File: config.mk
export PLATFORM = sky130hd
export DESIGN_NAME = bubble_seq_control
export DESIGN_NICKNAME = d
export VERILOG_FILES = /design/src/rtl/bubble_seq_control.sv
export SDC_FILE = /design/constraint.sdc
export NUM_CORES = 1
export LEC_CHECK = 0
export ABC_AREA = 1
export CAP_MARGIN = 40
export CORE_ASPECT_RATIO = 0.75
export CORE_UTILIZATION = 50
export DETAILED_ROUTE_END_ITERATION = 6
export PLACE_DENSITY = 0.76
export SLEW_MARGIN = 20
export SYNTH_ARGS = -nofsm -noshare
export SYNTH_HDL_FRONTEND = slang
export SYNTH_SLANG_ARGS = --single-unit
export TNS_END_PERCENT = 100
File: constraint.sdc
create_clock -name clk -period 2.85 [get_ports clk]
set_input_delay 0.7125 -clock clk [delete_from_list [all_inputs] [get_ports clk]]
set_output_delay 0.7125 -clock clk [all_outputs]
set_load 0.005 [all_outputs]
File: src/rtl/bubble_seq_control.sv
// Sequencer for an in-place bubble sort over an external register file.
// Each pair is handled by compare, then an optional three-write swap through a scratch register.
module bubble_seq_control #(
    parameter int unsigned N_REG = 8,
    parameter int unsigned SEL_W = 4,
    parameter int unsigned ALU_W = 2
) (
    input  logic             clk,
    input  logic             rst,
    input  logic             start,
    input  logic             desc,
    input  logic             mayor,
    output logic [ALU_W-1:0] o_alu_op,
    output logic [SEL_W-1:0] o_sel_a,
    output logic [SEL_W-1:0] o_sel_b,
    output logic [SEL_W-1:0] o_sel_reg,
    output logic             o_we,
    output logic             busy,
    output logic             done,
    output logic [SEL_W-1:0] pass_cnt
);

    localparam logic [2:0] S_IDLE  = 3'd0;
    localparam logic [2:0] S_SEL   = 3'd1;
    localparam logic [2:0] S_CMP   = 3'd2;
    localparam logic [2:0] S_SWP_T = 3'd3;
    localparam logic [2:0] S_SWP_A = 3'd4;
    localparam logic [2:0] S_SWP_B = 3'd5;
    localparam logic [2:0] S_NEXT  = 3'd6;
    localparam logic [2:0] S_DONE  = 3'd7;

    localparam logic [ALU_W-1:0] OP_NOP    = ALU_W'(0);
    localparam logic [ALU_W-1:0] OP_CMP    = ALU_W'(1);
    localparam logic [ALU_W-1:0] OP_PASS_A = ALU_W'(2);
    localparam logic [ALU_W-1:0] OP_PASS_B = ALU_W'(3);

    localparam logic [SEL_W-1:0] TMP_IDX    = SEL_W'(N_REG);
    localparam logic [SEL_W-1:0] LAST_PAIR  = SEL_W'(N_REG - 2);
    localparam logic [SEL_W-1:0] PASS_LIMIT = SEL_W'(N_REG - 1);

    logic [2:0]       state;
    logic [2:0]       state_nxt;
    logic [SEL_W-1:0] idx;
    logic [SEL_W-1:0] idx_nxt;
    logic             swapped;
    logic             swapped_nxt;
    logic             desc_q;
    logic             desc_nxt;
    logic [SEL_W-1:0] pass_nxt;
    logic [SEL_W-1:0] pass_inc;
    logic [SEL_W-1:0] idx_nxt_p1;

    logic [ALU_W-1:0] alu_op_nxt;
    logic [SEL_W-1:0] sel_a_nxt;
    logic [SEL_W-1:0] sel_b_nxt;
    logic [SEL_W-1:0] sel_reg_nxt;
    logic             we_nxt;
    logic             busy_nxt;
    logic             done_nxt;

    assign pass_inc   = pass_cnt + SEL_W'(1);
    assign idx_nxt_p1 = idx_nxt + SEL_W'(1);

    // Next-state logic plus the Moore outputs of the state being entered,
    // so the registered outputs line up with the state they describe.
    always_comb begin
        state_nxt   = state;
        idx_nxt     = idx;
        swapped_nxt = swapped;
        desc_nxt    = desc_q;
        pass_nxt    = pass_cnt;
        alu_op_nxt  = OP_NOP;
        sel_a_nxt   = '0;
        sel_b_nxt   = '0;
        sel_reg_nxt = '0;
        we_nxt      = 1'b0;
        busy_nxt    = 1'b1;
        done_nxt    = 1'b0;

        case (state)
            S_IDLE: begin
                if (start) begin
                    state_nxt   = S_SEL;
                    idx_nxt     = '0;
                    swapped_nxt = 1'b0;
                    pass_nxt    = '0;
                    desc_nxt    = desc;
                end
            end
            S_SEL:   state_nxt = S_CMP;
            S_CMP:   state_nxt = mayor ? S_SWP_T : S_NEXT;
            S_SWP_T: state_nxt = S_SWP_A;
            S_SWP_A: state_nxt = S_SWP_B;
            S_SWP_B: begin
                state_nxt   = S_NEXT;
                swapped_nxt = 1'b1;
            end
            S_NEXT: begin
                if (idx < LAST_PAIR) begin
                    idx_nxt   = idx + SEL_W'(1);
                    state_nxt = S_SEL;
                end else begin
                    pass_nxt = pass_inc;
                    // A clean pass, or hitting the pass limit, ends the run.
                    if (swapped && (pass_inc < PASS_LIMIT)) begin
                        idx_nxt     = '0;
                        swapped_nxt = 1'b0;
                        state_nxt   = S_SEL;
                    end else begin
                        state_nxt = S_DONE;
                    end
                end
            end
            S_DONE:  state_nxt = S_IDLE;
            default: state_nxt = S_IDLE;
        endcase

        case (state_nxt)
            S_IDLE: busy_nxt = 1'b0;
            S_SEL, S_CMP: begin
                alu_op_nxt = OP_CMP;
                sel_a_nxt  = desc_nxt ? idx_nxt_p1 : idx_nxt;
                sel_b_nxt  = desc_nxt ? idx_nxt : idx_nxt_p1;
            end
            S_SWP_T: begin
                we_nxt      = 1'b1;
                sel_reg_nxt = TMP_IDX;
                sel_a_nxt   = idx_nxt;
                alu_op_nxt  = OP_PASS_A;
            end
            S_SWP_A: begin
                we_nxt      = 1'b1;
                sel_reg_nxt = idx_nxt;
                sel_b_nxt   = idx_nxt_p1;
                alu_op_nxt  = OP_PASS_B;
            end
            S_SWP_B: begin
                we_nxt      = 1'b1;
                sel_reg_nxt = idx_nxt_p1;
                sel_a_nxt   = TMP_IDX;
                alu_op_nxt  = OP_PASS_A;
            end
            S_DONE:  done_nxt = 1'b1;
            default: ;
        endcase
    end

    // State and registered outputs; reset wins over any in-flight swap or start.
    always_ff @(posedge clk) begin
        if (rst) begin
            state     <= S_IDLE;
            idx       <= '0;
            swapped   <= 1'b0;
            desc_q    <= 1'b0;
            pass_cnt  <= '0;
            o_alu_op  <= OP_NOP;
            o_sel_a   <= '0;
            o_sel_b   <= '0;
            o_sel_reg <= '0;
            o_we      <= 1'b0;
            busy      <= 1'b0;
            done      <= 1'b0;
        end else begin
            state     <= state_nxt;
            idx       <= idx_nxt;
            swapped   <= swapped_nxt;
            desc_q    <= desc_nxt;
            pass_cnt  <= pass_nxt;
            o_alu_op  <= alu_op_nxt;
            o_sel_a   <= sel_a_nxt;
            o_sel_b   <= sel_b_nxt;
            o_sel_reg <= sel_reg_nxt;
            o_we      <= we_nxt;
            busy      <= busy_nxt;
            done      <= done_nxt;
        end
    end

endmodule
==> Yosys cells after proc, flatten, opt, wreduce, memory -nomap -nowiden <==
Index checks and enable logic that the tools add are counted.
{ "totals": {"reg_bits": 30, "input_bits": 5, "output_inout_bits": 21, "elab_cells": 70} }
{ "op_classes": {"add_sub_neg": 3, "n_lt_le_gt_ge": 2, "n_eq_ne": 16, "n_mux": 27, "reduce_logical": 10} }
{ "ops": {"columns": ["cell", "count"], "rows": [
  ["two-way mux 4 bit", 7],
  ["case mux 3 bit (8 select lines)", 1],
  ["case mux 4 bit (2 select lines)", 3],
  ["case mux 4 bit (3 select lines)", 2],
  ["equality test 3 bit, second input constant", 7],
  ["adder 4 x 1 -> 4 bit, second input constant", 3],
  ["equality test 3 x 2 -> 1 bit, second input constant", 4],
  ["two-way mux 3 bit", 4],
  ["less-than comparator 4 x 3 -> 1 bit, second input constant", 2],
  ["two-way mux 1 bit", 8],
  ["equality test 3 x 1 -> 1 bit, second input constant", 2],
  ["logical NOT 3 bit", 2],
  ["!= test 2 bit, second input constant", 3],
  ["case mux 2 bit (3 select lines)", 1],
  ["AND reduction 4 bit", 1],
  ["OR reduction 2 bit", 2],
  ["case mux 1 bit (3 select lines)", 1],
  ["AND reduction 3 bit", 1],
  ["nonzero test 3 bit", 1],
  ["OR reduction 3 bit", 1],
  ["nonzero test 2 bit", 1],
  ["logical AND 1 bit", 1]
]} }

==> Logic depth before layout (Yosys ltp) <==
{ "depth": {"depth_word": 9, "depth_mapped": 14, "depth_no_buf": 14} }

==> Worst setup path after synthesis <==
OpenSTA, ideal clock, no wires.
{ "synth_path": {"kind": "flip-flop to flip-flop", "start": "reg pass_cnt[0]", "end": "reg o_sel_a[1]", "setup_ns": 0.128, "arrival_ns": 1.839, "t_required_ns": 2.722, "path_slack_ns": 0.883, "stages_incl_launch_ff": 14, "n_path_buf": 0, "synth_period_minus_slack_ns": 1.967, "path_cell_list": "dfxtp_1 > inv_1 > ha_1 > nand3_1 > nand3_1 > nand3_1 > nand2_1 > nand2_1 > nand2_2 > ha_1 > o21ai_0 > o22ai_1 > inv_1 > nor2_1"} }
{ "synth_between": {"elab_chain_len": 9, "elab_cells_between_ends": 17, "classes_between": "add/sub (2); order compare (1); eq/ne (4); mux (8); reduce/logical (2)"} }
{ "synth_rtl": {"columns": ["item", "line_no", "source"], "rows": [
  ["start: declaration", "20", "output logic [SEL_W-1:0] pass_cnt"],
  ["start signal: assignment", "168", "pass_cnt <= pass_nxt;"],
  ["adder 4 x 1 -> 4 bit (*)", "61", "assign pass_inc = pass_cnt + SEL_W'(1);"],
  ["less-than comparator 4 x 3 -> 1 bit (*)", "105", "if (swapped && (pass_inc < PASS_LIMIT)) begin"],
  ["logical AND 1 bit (*)", "105", null],
  ["two-way mux 4 bit (*)", "105", null],
  ["two-way mux 4 bit (*)", "99", "if (idx < LAST_PAIR) begin"],
  ["case mux 4 bit (2 select lines) (*)", "80", "case (state)"],
  ["named net idx_nxt[1]", "44", "logic [SEL_W-1:0] idx_nxt;"],
  ["adder 4 x 1 -> 4 bit", "62", "assign idx_nxt_p1 = idx_nxt + SEL_W'(1);"],
  ["two-way mux 4 bit", "122", "sel_a_nxt = desc_nxt ? idx_nxt_p1 : idx_nxt;"],
  ["case mux 4 bit (3 select lines) (*)", "118", "case (state_nxt)"],
  ["end signal: assignment", "170", "o_sel_a <= sel_a_nxt;"],
  ["end: declaration", "14", "output logic [SEL_W-1:0] o_sel_a,"]
]} }
The timed path passes the listed nets; every way through them passes the cells marked *.
A chain may end at the register's enable or synchronous reset.

==> Worst setup path after layout <==
{ "layout_path": {"start": "reg pass_cnt[1]", "end": "reg o_sel_b[2]"} }
{ "layout_between": {"elab_chain_len": 9, "elab_cells_between_ends": 16, "classes_between": "add/sub (2); order compare (1); eq/ne (3); mux (8); reduce/logical (2)"} }
{ "layout_rtl": {"columns": ["item", "line_no", "source"], "rows": [
  ["adder 4 x 1 -> 4 bit (*)", "61", null],
  ["less-than comparator 4 x 3 -> 1 bit (*)", "105", null],
  ["logical AND 1 bit (*)", "105", null],
  ["two-way mux 4 bit (*)", "105", null],
  ["two-way mux 4 bit (*)", "99", null],
  ["case mux 4 bit (2 select lines) (*)", "80", null],
  ["named net idx_nxt[1]", "44", null],
  ["adder 4 x 1 -> 4 bit (*)", "62", null],
  ["two-way mux 4 bit", "123", "sel_b_nxt = desc_nxt ? idx_nxt : idx_nxt_p1;"],
  ["case mux 4 bit (2 select lines) (*)", "118", null],
  ["end signal: assignment", "171", "o_sel_b <= sel_b_nxt;"],
  ["end: declaration", "15", "output logic [SEL_W-1:0] o_sel_b,"]
]} }
Marked as above.

==> metrics <==
status=completed; max incr delay on CP=between 0.4 and 0.5 ns; Initial Util=between 50% and 60%; Final Worst Setup Slack=0.579 ns; clk slew on worst S/H paths=around 0.060 ns; maximum clock frequency=between 0.4 and 0.5 GHz; setup tns final=0 ns; commonest non-fill, non-tap cells in the layout=nand2_1 (40), dfxtp_1 (30), inv_1 (27); port bufs=25; antenna violations before repair=0; first-pass GRT wire length=between 5000 and 6000 um; Pwr Density=734 nW/um^2; Syn Nets=between 200 and 250; Top Family by Delay on Critical Path=simple AND/OR/NAND/NOR gates; CP max stage cell=dfxtp_1; Post-DP HPWL=roughly 2400 um; Die H=approximately 48 um; Final setup viols=0; R2R depth=13; Post-CTS Resized=0; clock latency on the worst-skew pair=approximately 0.28 ns; HP Class=reg2reg; skew final=between 0.004 and 0.005 ns; WL per Instance=roughly 13 um; # IOs=26; Diodes inserted=0; register area share after synthesis=a little over two fifths; most used cell, CP=nand2_1; ratio of cells with drive above 1 in the final layout=approximately a tenth; R2R setup slack=roughly 0.58 ns; Leak Pwr=0.815 nW; largest net degree at the start of global routing=22; WHS Path Cells=2; Cell Area, Synth=1430 um^2; Starting DRT DRC Count=between 90 and 100; Post-CTS Hold Buffers=0; Die X-Extent=63.8 um; antenna viol nets, final=0; buffers and inverters on the worst path=1; Worst R2R Start=pass_cnt[1]$_SDFFE_PP0P_; total wire length=3370 um; total grt overflow=0; hold path endpoint=swapped$_SDFFE_PP0P_; Ys Warns=0; Setup CP Type=reg2reg; Worst slew margin=79.3%; Avg Inst Size Synth=7.32 um^2; post-place setup slack=around 0.36 ns; DRT Pass-1 Iters=4; #FFs+latches synth=30; Hold Startpoint=swapped$_SDFFE_PP0P_; power after layout=1.34 mW; vias in the first global route=between 1,000 and 1,500; CTS Buf Count=5; number of buffers added for setup after CTS=0; CP arrival=approximately 2.5 ns; Final #Nets=roughly 240; CTS Buffer Depth=2; commonest non-fill, non-tap cell in the layout=nand2_1; routed vias/inst=roughly 5.2; maximum capacitance violations=0; via count=between 1,000 and 1,500; period utilisation layout=79.7%; Sink Count=30; Critical Path, Cell by Cell=ha_1 > inv_1 > nand2_1 > nand3_1 > nand3_1 > nand3_1 > nand2_1 > nand2_1 > nand2_2 > ha_1 > xor2_2 > nand2_1 > a21oi_1; FILL cells=~230; WP data required=around 3.1 ns; htree depth=2; Yosys cell types=31; synthesis-to-layout area growth=26.9%; die area=just over 3000 um^2; global-route usage over all layers=around a quarter; gpl congestion=0.854; Root Driver=clkbuf_8; Core Rows=16; Post-Syn Instances=between 150 and 200; core area=2660 um^2; r2r endpoint=o_sel_b[2]$_SDFF_PP0_; Slew Viols, Final=0; Hold Fails Final Rpt=0; crit end category=register; worst slew pin tran=0.308 ns; Peak VDD IR=between 0.4 and 0.5 mV; min cycle time layout=roughly 2.3 ns; clock tree from TritonCTS=yes; worst-path fanout max=7; crit start category=register; DR DRC count=0; unrepaired setup endpoints after global routing=false
==> synth_stat cells (all sizes together) <==
cell	n	area share, %
a211oi	2	1.0
dfxtp	30	42
o21a	1	0.52
o22ai	4	1.7
a31o	1	0.61
o211ai	2	1.0
ha	4	3.5
nor2	24	7.0
o21ai	11	4.6
nand2	45	13
a21oi	12	4.2
nor3	1	0.35
o21bai	1	0.52
a22oi	1	0.52
o211a	1	0.70
inv	32	8.4
or2	1	0.44
nand3	10	3.5
nand4	4	1.7
xor2	3	2.4
clkbuf	2	0.52
a31oi	3	1.3
o31ai	1	0.52
==> power by group <==
| group | switching [mW] | leakage, nW | internal [mW] |
|---|---|---|---|
| Sequential | 0.0414 | 0.244 | 0.487 |
| Clock | 0.149 | 0.0431 | 0.186 |
| Combinational | 0.266 | 0.528 | 0.208 |
| Total | 0.456 | 0.815 | 0.880 |
==> cell type report <==
| type | count | area (um^2) | area share, % |
|---|---|---|---|
| Clock buffer | 6 | 82.6 | 4.54 |
| Sequential cell | 30 | 601 | 33.0 |
| Multi-Input combinational cell | 132 | 706 | 38.8 |
| Inverter | 32 | 120 | 6.60 |
| Tap cell | 36 | 45.0 | 2.48 |
| Timing Repair Buffer | 27 | 265 | 14.6 |
==> metrics by stage <==
step                      instances  util (%)  hold slack (ns)  cell area [um^2]
after floorplan                 196         -            0.459              1430
after global placement          257      65.2            0.491              1740
after detailed placement        257      65.2            0.510              1740
after CTS                       263      68.3            0.524              1820
after global routing            263      68.3            0.557              1820
final                           263      68.3            0.525              1820
==> worst max path at each step <==
| stage | from | to | slack (ns) | cells past startpoint |
|---|---|---|---|---|
| 3_5_place_dp | start | o_sel_a[1]$_SDFF_PP0_ | 0.36 | 11 |
| 4_1_cts | pass_cnt[1]$_SDFFE_PP0P_ | o_sel_a[1]$_SDFF_PP0_ | 0.61 | 13 |
| 6_report | pass_cnt[1]$_SDFFE_PP0P_ | o_sel_b[2]$_SDFF_PP0_ | 0.58 | 13 |
| 3_3_place_gp | start | o_sel_a[2]$_SDFF_PP0_ | 0.39 | 10 |
| 5_1_grt | pass_cnt[1]$_SDFFE_PP0P_ | o_sel_b[3]$_SDFF_PP0_ | 0.36 | 12 |
| 2_1_floorplan | pass_cnt[0]$_SDFFE_PP0P_ | o_sel_a[1]$_SDFF_PP0_ | 0.88 | 13 |
==> routing by layer <==
layer / global-route usage [%] / wire length [um] / vias to the layer above
met5: 0 / 0 / -
li1: - / - / 701
met4: 11.7 / 70 / 0
met2: 36.9 / 1470 / 40
met3: 6.84 / 189 / 9
met1: 33.1 / 1640 / 621
==> worst register-to-register path, delay by kind of cell (launching register included) <==
| kind | cells | cell delay, ns |
|---|---|---|
| DFF | 1 | 0.43 |
| xor gates and xnor gates | 1 | 0.24 |
| AOI/OAI and AO/OA | 1 | 0.16 |
| and+or+nand+nor | 8 | 0.90 |
| adders and majority gates | 2 | 0.43 |
| buffers and inverters | 1 | 0.04 |
==> logic make-up (layout without fill, tap and decap cells) <==
group	count (synthesis)	after routing	share of synthesized area [%]
buf+inv	34	65	8.90
simple gates	85	85	26.0
fa+ha+maj	4	4	3.49
flops	30	30	41.9
compound gates	40	40	17.4
xor+xnor	3	3	2.36
Power figures use the tool's default switching activity.
